$ cat src/rtl/i2s_axis_packetizer_if.sv
// AXI-Stream bundle for the I2S packetizer output.
//   tvalid/tdata/tstrb/tlast : driven by the master (packetizer)
//   tready                   : driven by the slave (downstream sink)
interface i2s_axis_packetizer_if #(
  parameter int unsigned C_M_AXIS_TDATA_WIDTH = 32
);
  logic                              tvalid;
  logic                              tready;
  logic [C_M_AXIS_TDATA_WIDTH-1:0]   tdata;
  logic [C_M_AXIS_TDATA_WIDTH/8-1:0] tstrb;
  logic                              tlast;

  modport master (output tvalid, tdata, tstrb, tlast, input tready);
  modport slave  (input tvalid, tdata, tstrb, tlast, output tready);
endinterface

$ cat src/rtl/i2s_axis_packetizer.sv
// Reads fixed-size bursts from an I2S sample FIFO and emits them as AXI-Stream packets.
// Optional feature macro: I2S_AXIS_HEADER_EN (prepends {16'hA55A, seq} header beat).
//   clk, rst_n   : clock, synchronous active-low reset
//   rdata        : FIFO read data, valid the cycle after r_enable
//   r_ready      : FIFO holds at least BULK_OF_DATA words
//   error_empty  : FIFO underflow flag
//   r_enable     : FIFO read strobe, one word per high cycle
//   m_axis       : AXI-Stream master (tvalid/tready/tdata/tstrb/tlast)
//   packet_count : packets fully accepted downstream (wrapping)
//   stream_error : sticky, underflow seen during a burst
module i2s_axis_packetizer #(
  parameter int unsigned C_M_AXIS_TDATA_WIDTH = 32,
  parameter int unsigned BULK_OF_DATA         = 16
) (
  input  logic                            clk,
  input  logic                            rst_n,
  input  logic [C_M_AXIS_TDATA_WIDTH-1:0] rdata,
  input  logic                            r_ready,
  input  logic                            error_empty,
  output logic                            r_enable,
  i2s_axis_packetizer_if.master           m_axis,
  output logic [15:0]                     packet_count,
  output logic                            stream_error
);
  localparam int unsigned DataW = C_M_AXIS_TDATA_WIDTH;
  localparam int unsigned LeftW = $clog2(BULK_OF_DATA + 1);

`ifdef I2S_AXIS_HEADER_EN
  typedef enum logic [1:0] {StIdle = 2'd0, StHeader = 2'd1, StBurst = 2'd2} state_e;
`else
  typedef enum logic [1:0] {StIdle = 2'd0, StBurst = 2'd2} state_e;
`endif

  state_e           state_q;
  logic [LeftW-1:0] left_q;       // reads still to issue this packet
  logic             pend_q;       // read issued last cycle, data on rdata now
  logic             pend_last_q;  // that read was the packet's final word
  logic [1:0]       cnt_q;        // buffer occupancy
  logic [DataW-1:0] buf0_q, buf1_q;
  logic             last0_q, last1_q;
`ifdef I2S_AXIS_HEADER_EN
  logic [15:0]      seq_q;
`endif

  logic             pop, push, push_last, reading;
  logic [DataW-1:0] push_data;
  logic [2:0]       occ;

  assign m_axis.tvalid = (cnt_q != 2'd0);
  assign m_axis.tdata  = buf0_q;
  assign m_axis.tlast  = last0_q;
  assign m_axis.tstrb  = '1;
  assign pop           = m_axis.tvalid & m_axis.tready;

  always_comb begin
    // Occupancy counts the beat leaving this cycle so a read can overlap it; this is
    // what lets the 2-entry buffer sustain one beat per cycle.
    occ       = 3'(cnt_q) - 3'(pop) + 3'(pend_q);
`ifdef I2S_AXIS_HEADER_EN
    reading   = (state_q == StBurst) || (state_q == StHeader);
`else
    reading   = (state_q == StBurst);
`endif
    r_enable  = reading && (left_q != '0) && (occ < 3'd2);
    push      = pend_q;
    push_data = rdata;
    push_last = pend_last_q;
`ifdef I2S_AXIS_HEADER_EN
    // Buffer is empty and no read is pending while in HEADER.
    if (state_q == StHeader) begin
      push      = 1'b1;
      push_data = DataW'({16'hA55A, seq_q});
      push_last = 1'b0;
    end
`endif
  end

  always_ff @(posedge clk) begin
    if (!rst_n) begin
      state_q      <= StIdle;
      left_q       <= '0;
      pend_q       <= 1'b0;
      pend_last_q  <= 1'b0;
      cnt_q        <= 2'd0;
      buf0_q       <= '0;
      buf1_q       <= '0;
      last0_q      <= 1'b0;
      last1_q      <= 1'b0;
      packet_count <= 16'd0;
      stream_error <= 1'b0;
`ifdef I2S_AXIS_HEADER_EN
      seq_q        <= 16'd0;
`endif
    end else begin
      pend_q      <= r_enable;
      pend_last_q <= r_enable && (left_q == LeftW'(1));
      if (r_enable) left_q <= left_q - LeftW'(1);

      case ({push, pop})
        2'b10: begin
          if (cnt_q == 2'd0) begin
            buf0_q  <= push_data;
            last0_q <= push_last;
          end else begin
            buf1_q  <= push_data;
            last1_q <= push_last;
          end
          cnt_q <= cnt_q + 2'd1;
        end
        2'b01: begin
          buf0_q  <= buf1_q;
          last0_q <= last1_q;
          cnt_q   <= cnt_q - 2'd1;
        end
        2'b11: begin
          if (cnt_q == 2'd1) begin
            buf0_q  <= push_data;
            last0_q <= push_last;
          end else begin
            buf0_q  <= buf1_q;
            last0_q <= last1_q;
            buf1_q  <= push_data;
            last1_q <= push_last;
          end
        end
        default: ;
      endcase

      if ((state_q == StBurst) && error_empty) stream_error <= 1'b1;

      case (state_q)
        StIdle: begin
          if (r_ready) begin
            left_q  <= LeftW'(BULK_OF_DATA);
`ifdef I2S_AXIS_HEADER_EN
            state_q <= StHeader;
`else
            state_q <= StBurst;
`endif
          end
        end
`ifdef I2S_AXIS_HEADER_EN
        StHeader: begin
          state_q <= StBurst;
          seq_q   <= seq_q + 16'd1;
        end
`endif
        StBurst: begin
          if (pop && m_axis.tlast) begin
            state_q      <= StIdle;
            packet_count <= packet_count + 16'd1;
          end
        end
        default: state_q <= StIdle;
      endcase
    end
  end
endmodule
$ cat src/flat_wrapper.sv
// flat-port wrapper written by rule: the top's interface ports become plain ports
module i2s_axis_packetizer_flat 
#(
  parameter int unsigned C_M_AXIS_TDATA_WIDTH = 32,
  parameter int unsigned BULK_OF_DATA         = 16
)
  (clk, rst_n, rdata, r_ready, error_empty, r_enable, packet_count, stream_error, m_axis_tvalid, m_axis_tdata, m_axis_tstrb, m_axis_tlast, m_axis_tready);
  i2s_axis_packetizer_if #(.C_M_AXIS_TDATA_WIDTH(C_M_AXIS_TDATA_WIDTH)) m_axis_i ();
  input  logic clk;
  input  logic rst_n;
  input  logic [C_M_AXIS_TDATA_WIDTH-1:0] rdata;
  input  logic r_ready;
  input  logic error_empty;
  output logic r_enable;
  output logic [15:0] packet_count;
  output logic stream_error;
  output wire logic [$bits(m_axis_i.tvalid)-1:0] m_axis_tvalid;
  output wire logic [$bits(m_axis_i.tdata)-1:0] m_axis_tdata;
  output wire logic [$bits(m_axis_i.tstrb)-1:0] m_axis_tstrb;
  output wire logic [$bits(m_axis_i.tlast)-1:0] m_axis_tlast;
  input wire logic [$bits(m_axis_i.tready)-1:0] m_axis_tready;
  assign m_axis_tvalid = m_axis_i.tvalid;
  assign m_axis_tdata = m_axis_i.tdata;
  assign m_axis_tstrb = m_axis_i.tstrb;
  assign m_axis_tlast = m_axis_i.tlast;
  assign m_axis_i.tready = m_axis_tready;
  i2s_axis_packetizer #(.C_M_AXIS_TDATA_WIDTH(C_M_AXIS_TDATA_WIDTH), .BULK_OF_DATA(BULK_OF_DATA)) u_core (.clk(clk), .rst_n(rst_n), .rdata(rdata), .r_ready(r_ready), .error_empty(error_empty), .r_enable(r_enable), .m_axis(m_axis_i), .packet_count(packet_count), .stream_error(stream_error));
endmodule
$ cat config.mk
export PLATFORM = sky130hd
export DESIGN_NAME = i2s_axis_packetizer_flat
export DESIGN_NICKNAME = d
export VERILOG_FILES = /design/src/rtl/i2s_axis_packetizer_if.sv /design/src/rtl/i2s_axis_packetizer.sv /design/src/flat_wrapper.sv
export SDC_FILE = /design/constraint.sdc
export NUM_CORES = 1
export LEC_CHECK = 0
export ABC_AREA = 1
export ABC_CLOCK_PERIOD_IN_PS = 2940
export BUFFER_PORTS_ARGS = -buffer_cell sky130_fd_sc_hd__buf_2
export CAP_MARGIN = 10
export CORE_AREA = 4 4 110 112
export DETAILED_ROUTE_END_ITERATION = 7
export DIE_AREA = 0 0 114 116
export GPL_TIMING_DRIVEN = 1
export HOLD_SLACK_MARGIN = 0.06
export PLACE_DENSITY = 0.69
export SYNTH_ARGS = -nofsm -noshare
export SYNTH_HDL_FRONTEND = slang
export SYNTH_SLANG_ARGS = --single-unit
$ cat constraint.sdc
create_clock -name clk -period 2.94 [get_ports clk]
set_clock_uncertainty 0.2 [all_clocks]
set_input_delay 0.441 -clock clk [delete_from_list [all_inputs] [get_ports clk]]
set_output_delay 0.441 -clock clk [all_outputs]
set_load 0.02 [all_outputs]
# Word level (Yosys, flattened, before mapping)
# Index checks and enable logic that the tools add are counted.
# classes
n_eq_ne	11
order_cmp	1
addsub	6
muxes	19
n_reduce_logical	16
bitwise	1
# ops
operator	count
two-way mux 32 bit	4
one-hot mux 32 bit (3 select lines)	1
one-hot mux 32 bit (2 select lines)	1
adder 16 x 1 -> 16 bit (second input constant)	1
two-way mux 5 bit	3
inequality test 2 bit (second input constant)	4
one-hot mux 2 bit (2 select lines)	2
== test 2 bit (second input constant)	3
AND reduction 2 bit	3
nonzero test 2 bit	3
== test 5 x 1 -> 1 bit (second input constant)	1
logical AND 1 bit	5
nonzero test 5 bit	1
subtractor 5 x 1 -> 5 bit (second input constant)	1
== test 2 x 1 -> 1 bit (second input constant)	2
logical NOT 2 bit	2
two-way mux 1 bit	4
two-way mux 2 bit	2
adder 3 x 1 -> 3 bit	1
less-than comparator 3 x 2 -> 1 bit (second input constant)	1
one-hot mux 1 bit (3 select lines)	1
AND reduction 3 bit	1
nonzero test 3 bit	1
subtractor 2 x 1 -> 3 bit	1
5 further kinds	5
# word_totals
regBits	94
output_inout_bits	56
elab_cells	65
in_bits	37

# Logic depth before layout (Yosys ltp)
# Gate-level depths: netlist of the first run.
# logic_depth
depth_word	9
depth_mapped	18
depth_no_buf	18

# Worst setup path before layout of the first run
# No wires, ideal clock.
# synth_path
kind	register to output
start	register u_core.cnt_q[1]
end	output r_enable
arrival_ps	2315
path_buffers	0
path_slack_ps	-16
required_time_ps	2299
path_stages_with_launch	16
cell_sequence	dfxtp_1 inv_1 ha_1 inv_2 nand2_4 inv_1 ha_1 nor2_1 inv_1 fa_1 nand2_1 inv_1 nand2_1 nor2_2 nand2_2 inv_2
# synth_via
elab_chain_len	6
# synth_lines
item	line_no	text
from (decl)	i2s_axis_packetizer.sv:38	logic [1:0] cnt_q;
from (signal assigned)	i2s_axis_packetizer.sv:108	cnt_q <= cnt_q + 2'd1;
from (signal assigned)	i2s_axis_packetizer.sv:113	cnt_q <= cnt_q - 2'd1;
nonzero test 2 bit	i2s_axis_packetizer.sv:49	assign m_axis.tvalid = (cnt_q != 2'd0);
net m_axis_tvalid	flat_wrapper.sv:17	output wire logic [$bits(m_axis_i.tvalid)-1:0] m_axis_tvalid;
AND 1 bit	i2s_axis_packetizer.sv:53	assign pop = m_axis.tvalid & m_axis.tready;
subtractor 2 x 1 -> 3 bit	i2s_axis_packetizer.sv:58	occ = 3'(cnt_q) - 3'(pop) + 3'(pend_q);
adder 3 x 1 -> 3 bit	i2s_axis_packetizer.sv:58	
less-than comparator 3 x 2 -> 1 bit	i2s_axis_packetizer.sv:64	r_enable = reading && (left_q != '0) && (occ < 3'd2);
logical AND 1 bit	i2s_axis_packetizer.sv:64	
to (decl)	flat_wrapper.sv:14	output logic r_enable;
# The timed path passes the listed nets, and every way through them passes these cells.

# Worst setup path in the final report of the first run
# layout_path
start	register u_core.cnt_q[0]
end	output r_enable
# layout_via
elab_chain_len	6
# layout_lines
item	line_no
nonzero test 2 bit	i2s_axis_packetizer.sv:49
AND 1 bit	i2s_axis_packetizer.sv:53
subtractor 2 x 1 -> 3 bit (*)	i2s_axis_packetizer.sv:58
adder 3 x 1 -> 3 bit (*)	i2s_axis_packetizer.sv:58
less-than comparator 3 x 2 -> 1 bit (*)	i2s_axis_packetizer.sv:64
logical AND 1 bit (*)	i2s_axis_packetizer.sv:64
# Every way passes the cells marked *; elsewhere a longest branch is shown, timed or not.

==> results.ini, run 1 <==
[power_and_ir_drop]
pwr-share-comb_pct=39.8
internal-power_mw=2.85
clock_power_share_pct=23.0
irDropWorstVdd_v=0.000392
p_sw_share_pct=39.1
power.density_nw_per_um2=892
seqPwrFrac_pct=37.2
p_switching_mw=1.83
leakage_nw=2.64

[drt]
wl_per_cell_um=12.9
drcViolationCount=0
via_count=3957
antenna_left=0
drt_iter0_drc=180
drt-pass1-iter-count=4
wirelength_um=10400
vias_per_cell=4.89

[finish]
n_antenna_cell=0
synthToLayoutAreaGrowth_pct=20.3
layout-drive-gt1-share_pct=22.5
fillers=1127
final_area_um2=5250
stdcell_count=809
final_nets=708

[clock_network]
cts.sinks=93
cts-root-buf=clkbuf_16
cts_hold_buffers=0
clk-insertion-delay-late_ps=350
path_clk_slew_ps=60
cts_inserted_buffers=9
htree_levels=3
cts_tree=done
cts_max_path_buffers=2

[yosys]
yosysTopAreaCell=dfxtp_1
ys.warnings.count=0
synthTopCellsByArea=dfxtp_1 (43%), o21ai_0 (14%), inv_1 (8.1%)
async_reset_ff_share_pct=0
syn_avg_cell_area_um2=7.57
synth_top_area_share_pct=42.7
synth_edf_count=0
synth_area_um2=4360
synth.most_common_cell=o21ai_0
ys_ff_latch=93
synth-main-ff-cell=dfxtp_1
post_synth_inst_count=576
yosys-top-cells-count=o21ai_0 (120), inv_1 (94), dfxtp_1 (93)
synth_seq_area_share_pct=42.7
synth_cell_type_count=34

[run_status]
outcome=finished with violations
violations=setup timing

[floorplanning]
rows=39
start_util_pct=38.9
die_area_um2=13200
ios=93
die_width_um=114
core-area_um2=11200
die_h_um=116

[grt]
grt_pass1_vias=3844
grt_pass1_wl_um=17700
groute.usage.overall_pct=16.4
grt_antenna_before_repair=0
grt_max_degree=40
grt_overflow=0

[worst_setup_path]
worstPathMaxFanout=3
path_cells=inv_2, ha_4, inv_4, nand2_4, inv_4, ha_4, nor2_2, inv_1, fa_1, nand2_1, inv_1, nand2_1, nor2_2, nand2_2, inv_4, buf_6
cp.required_ps=2300
crit_family=adder cells
worst_setup_path_end_kind=output pin
crit_path_top_delay_cell=fa_1
critPathKind=flip-flop to output pin
reg2reg_slack_ps=230
crit_path_max_incr_delay_ps=480
cpMostUsedCell=inv_4
worstPathArrival_ps=2480
worst-path-buf-inv=7
cp-start-kind=flip-flop

[placement]
place_ws_ps=6.08
gp_congestion=0.805
dpl.cell_count=790
io_buffer_count=88
place_area_um2=4910
hpwl_um=7170

[timing]
fin_crit_ps=3120
timing.final.hold_violations=0
max_clock_freq_ghz=0.320
finalSetupViolCount=1
relSlewSlack_pct=35.9
slew_viol_final=0
fin_crit_sh_pct=106
setup_slack_ps=-182
grt_setup_unrepaired=yes
tightest_slew_ps=961

[hold_path]
min_path_type=input port to flip-flop

[flow_run]
drv_cap=0

worst reg2reg max path, stage by stage, from the launching register on:
cell and delay, ps:
dfxtp_2 320, inv_2 100, ha_4 160, inv_4 40
nand2_4 60, inv_4 40, ha_4 210, nor2_2 100
inv_1 70, fa_1 480, nand2_1 50, inv_1 50
nand2_1 50, nor2_2 140, nand2_2 100, inv_4 60
buf_4 90, buf_4 110, nand2_1 40, nor3b_1 120
layout make-up:
type / instances / area (um2) / share of cell area, %
clock buffer: 10 / 229 / 4.36
inverter: 98 / 375 / 7.15
clock inverter: 6 / 38.8 / 0.739
timing repair buffer: 107 / 602 / 11.5
multi-input combinational: 352 / 1960 / 37.3
tap: 143 / 179 / 3.41
sequential: 93 / 1860 / 35.5
path summary, 6_finish.rpt:
check / startpoint / end / depth (start not counted)
max: u_core.cnt_q[0] / r_enable / 16
max reg2reg: u_core.cnt_q[0] / u_core.left_q[1] / 19
min: rdata[2] / u_core.buf1_q[2] / 3
min reg2reg: u_core.pend_last_q / u_core.last1_q / 2
sequential cells by signal, summed over array words and instances (netlist names):
register             flops
u_core.buf1_q           32
u_core.left_q            5
u_core.m_axis.tlast      1
u_core.m_axis.tdata     32
u_core.stream_error      1
u_core.pend_last_q       1
u_core.state_q           1
u_core.pend_q            1
u_core.last1_q           1
u_core.cnt_q             2
u_core.packet_count     16
layer usage:
layer	global-route usage, %	up-vias	routed length (um)
li1	-	2038	-
met1	20.6	1806	4810
met2	27.2	103	4890
met3	4.44	10	539
met4	6.02	0	161
met5	0	-	0
power groups by stage:
stage / clock network, mW / logic [mW] / registers [mW]
floorplan: 0 / 1.05 / 1.99
global placement: 0 / 1.74 / 1.75
detailed placement: 0 / 1.77 / 1.76
CTS: 1.10 / 1.87 / 1.74
global route: 1.16 / 2.10 / 1.78
finish: 1.08 / 1.86 / 1.74
placed cells by master (no fill, tap or decap), types with 6 or more instances in the layout:
master     Yosys  routed
buf_2         10      87
inv_1         94      91
o21ai_1       17      17
nor2_2         5       6
a21oi_1       45      45
ha_1           9       7
nor2_1        34      33
nand2_1       43      43
dfxtp_1       93      91
nand3_1       14      14
nand4_1        7       7
buf_4          5      18
o21ai_0      120     120
o21bai_1      29      29
clkbuf_16      0       9
repair_timing:
item | in CTS | in global routing
gates resized for setup | 12 | 1
buffers inserted | 3 | 0
pin swaps | 4 | 2
endpoints found under the setup margin | 1 | 1
per-stage QoR:
step / power [mW] / utilization [%] / TNS, ps / hold WS [ps]
floorplan: 3.04 / - / 0 / 230
global placement: 3.49 / 43.8 / 0 / 251
detailed placement: 3.53 / 43.8 / 0 / 267
CTS: 4.72 / 46.7 / -180 / 125
global route: 5.04 / 46.7 / -312 / 126
finish: 4.68 / 46.7 / -182 / 134
logic make-up (layout without fill, tap and decap cells):
group | Yosys count | after routing | synth area share, %
AND/OR/NAND/NOR | 119 | 119 | 13.6
adder cells (fa/ha/maj) | 10 | 10 | 3.04
XOR/XNOR | 2 | 2 | 0.402
flip-flops | 93 | 93 | 42.7
buffers and inverters | 134 | 221 | 13.3
AO/OA/AOI/OAI | 217 | 217 | 26.9
other | 1 | 4 | 0.0860
Power figures use the tool's default switching activity.
==> inputs of run 2 (changes only) <==
- CTS_BUF_LIST: not set -> sky130_fd_sc_hd__clkbuf_4
==> results.ini, run 2 (same netlist as run 1, synthesis figures left out) <==
[grt]
grt_antenna_before_repair=0  ; unchanged
grt_pass1_wl_um=18500  ; was 17700 um
grt_max_degree=40  ; unchanged
met1_usage_pct=21.0  ; was 20.6%
use_met2_pct=29.1  ; was 27.2%
use_met3_pct=3.71  ; was 4.44%
grt_pass1_vias=4013  ; was 3844
grt_overflow=0  ; unchanged
grt-busiest-layer=met2  ; unchanged
groute.usage.overall_pct=17.2  ; was 16.4%

[placement]
place_area_um2=4910  ; unchanged
dpl.cell_count=790  ; unchanged
gp_congestion=0.805  ; unchanged
hpwl_um=7170  ; unchanged
io_buffer_count=88  ; unchanged

[clock_network]
cts-root-buf=clkbuf_4  ; was clkbuf_16
cts_max_path_buffers=2  ; unchanged
path_clk_slew_ps=150  ; was 60 ps
cts_inserted_buffers=9  ; unchanged
htree_levels=3  ; unchanged
cts_tree=done  ; unchanged
clk-insertion-delay-late_ps=470  ; was 350 ps
cts.sinks=93  ; unchanged

[drt]
drt_iter0_drc=204  ; was 180
drt-pass1-iter-count=4  ; unchanged
wl_per_cell_um=13.0  ; was 12.9 um
via_count=4112  ; was 3957
antenna_left=0  ; unchanged
wirelength_um=10900  ; was 10400 um
vias_per_cell=4.88  ; was 4.89
drcViolationCount=0  ; unchanged

[worst_setup_path]
cp.required_ps=2300  ; about the same
worst-path-buf-inv=7  ; unchanged
worstPathMaxFanout=3  ; unchanged
cp_num_cells=16  ; unchanged
path_cells=inv_2, ha_4, inv_4, nand2_4, inv_4, ha_4, nor2_2, inv_1, fa_1, nand2_1, inv_1, nand2_1, nor2_2, nand2_2, inv_4, buf_6  ; unchanged
crit_path_top_delay_cell=fa_1  ; unchanged
cpMostUsedCell=inv_4  ; unchanged
critPathKind=flip-flop to output pin  ; unchanged
worstRegToRegCells=19  ; unchanged
cp-start-kind=flip-flop  ; unchanged
crit_path_max_incr_delay_ps=480  ; about the same
crit_family=adder cells  ; unchanged
worstPathArrival_ps=2600  ; was 2480 ps
worst_setup_path_end_kind=output pin  ; unchanged

[power_and_ir_drop]
irDropWorstVdd_v=0.000535  ; was 0.000392 V
leakage_nw=2.71  ; was 2.64 nW
power.density_nw_per_um2=787  ; was 892 nW/um2

[timing]
relSlewSlack_pct=35.8  ; was 35.9%
tightest_slew_ps=962  ; was 961 ps
fin_crit_ps=3240  ; was 3120 ps
hold_slack_ps=269  ; was 134 ps
max_clock_freq_ghz=0.309  ; was 0.320 GHz
grt_setup_unrepaired=yes  ; unchanged
timing.final.hold_violations=0  ; unchanged
finalSetupViolCount=1  ; unchanged
fin_crit_sh_pct=110  ; was 106%
finalSetupTns_ps=-299  ; was -182 ps
setup_slack_ps=-299  ; was -182 ps
slew_viol_final=0  ; unchanged

[finish]
seq_area_um2=1860  ; unchanged
final_nets=742  ; was 708
synthToLayoutAreaGrowth_pct=24.6  ; was 20.3%
layout_commonest_cell=o21ai_0  ; unchanged
stdcell_count=843  ; was 809
final_core_utilization_pct=48.4  ; was 46.7%
final_cell_mix=o21ai_0 (120), inv_1 (91), dfxtp_1 (91)  ; unchanged
layout-drive-gt1-share_pct=21.6  ; was 22.5%
n_antenna_cell=0  ; unchanged
final_area_um2=5430  ; was 5250 um2
multi_input_area_um2=1960  ; unchanged
fillers=1123  ; was 1127

[floorplanning]
ios=93  ; unchanged
core-area_um2=11200  ; unchanged
die_h_um=116  ; unchanged
die_area_um2=13200  ; unchanged
die_width_um=114  ; unchanged
start_util_pct=38.9  ; unchanged
rows=39  ; unchanged

[hold_path]
min_path_type=flip-flop to flip-flop  ; was input port to flip-flop
hold_depth=2  ; was 3

[flow_run]
drv_cap=0  ; unchanged

[run_status]
outcome=finished with violations  ; unchanged
violations=setup timing  ; unchanged

## run 2: changes by cell type in the layout (fill, tap and decap cells not counted), sizes merged
cell,previous run,this run
dlygate4sd3,0,34
## run 2: report_power, final
| group | leakage, nW | switching (mW) | internal (mW) | total [mW] |
|---|---|---|---|---|
| combinational | 1.89 | 1.18 | 0.721 | 1.90 |
| sequential | 0.757 | 0.164 | 1.58 | 1.74 |
| clock | 0.0626 | 0.449 | 0.182 | 0.631 |
| total | 2.71 | 1.79 | 2.48 | 4.27 |
## run 2: stage by stage
step	setup slack (ps)	power, mW
CTS	-340	4.30
finish	-299	4.27
global placement	51.7	3.49
global route	-449	4.63
detailed placement	6.08	3.53
floorplan	3.08	3.04
## run 2: timing repair
| action | CTS | global route |
|---|---|---|
| cloned | 0 | 0 |
| resized for setup | 12 | 1 |
| hold endpoints to repair | 34 | 0 |
| setup endpoints to repair | 1 | 1 |
| hold buffers | 34 | 0 |
| setup buffers | 3 | 0 |
| pin swaps | 4 | 2 |
## run 2: per-layer routing
metal,up-vias,part of all wire [%]
met3,20,4.5
met4,0,2.2
met5,-,0
met2,91,48
met1,1894,45
li1,2107,-
## run 2: cell type report
| type | instances | share of cell area (%) |
|---|---|---|
| multi-input combinational | 352 | 36.0 |
| sequential | 93 | 34.3 |
| clock inverter | 6 | 0.714 |
| tap | 143 | 3.29 |
| timing repair buffer | 141 | 17.3 |
| clock buffer | 10 | 1.38 |
| inverter | 98 | 6.91 |
## run 2: path summary, 6_finish.rpt
check	slack, ps	from	endpoint
setup / recovery	-300	u_core.cnt_q[0]	r_enable
hold / removal	270	u_core.pend_last_q	u_core.last1_q
setup reg to reg	230	u_core.cnt_q[0]	u_core.left_q[1]
hold reg to reg	270	u_core.pend_last_q	u_core.last1_q
## run 2: tightest hold or removal path, stage by stage, from the launching register on
cell	delay, ps
dfxtp_1	320
inv_1	60
a21oi_1	60
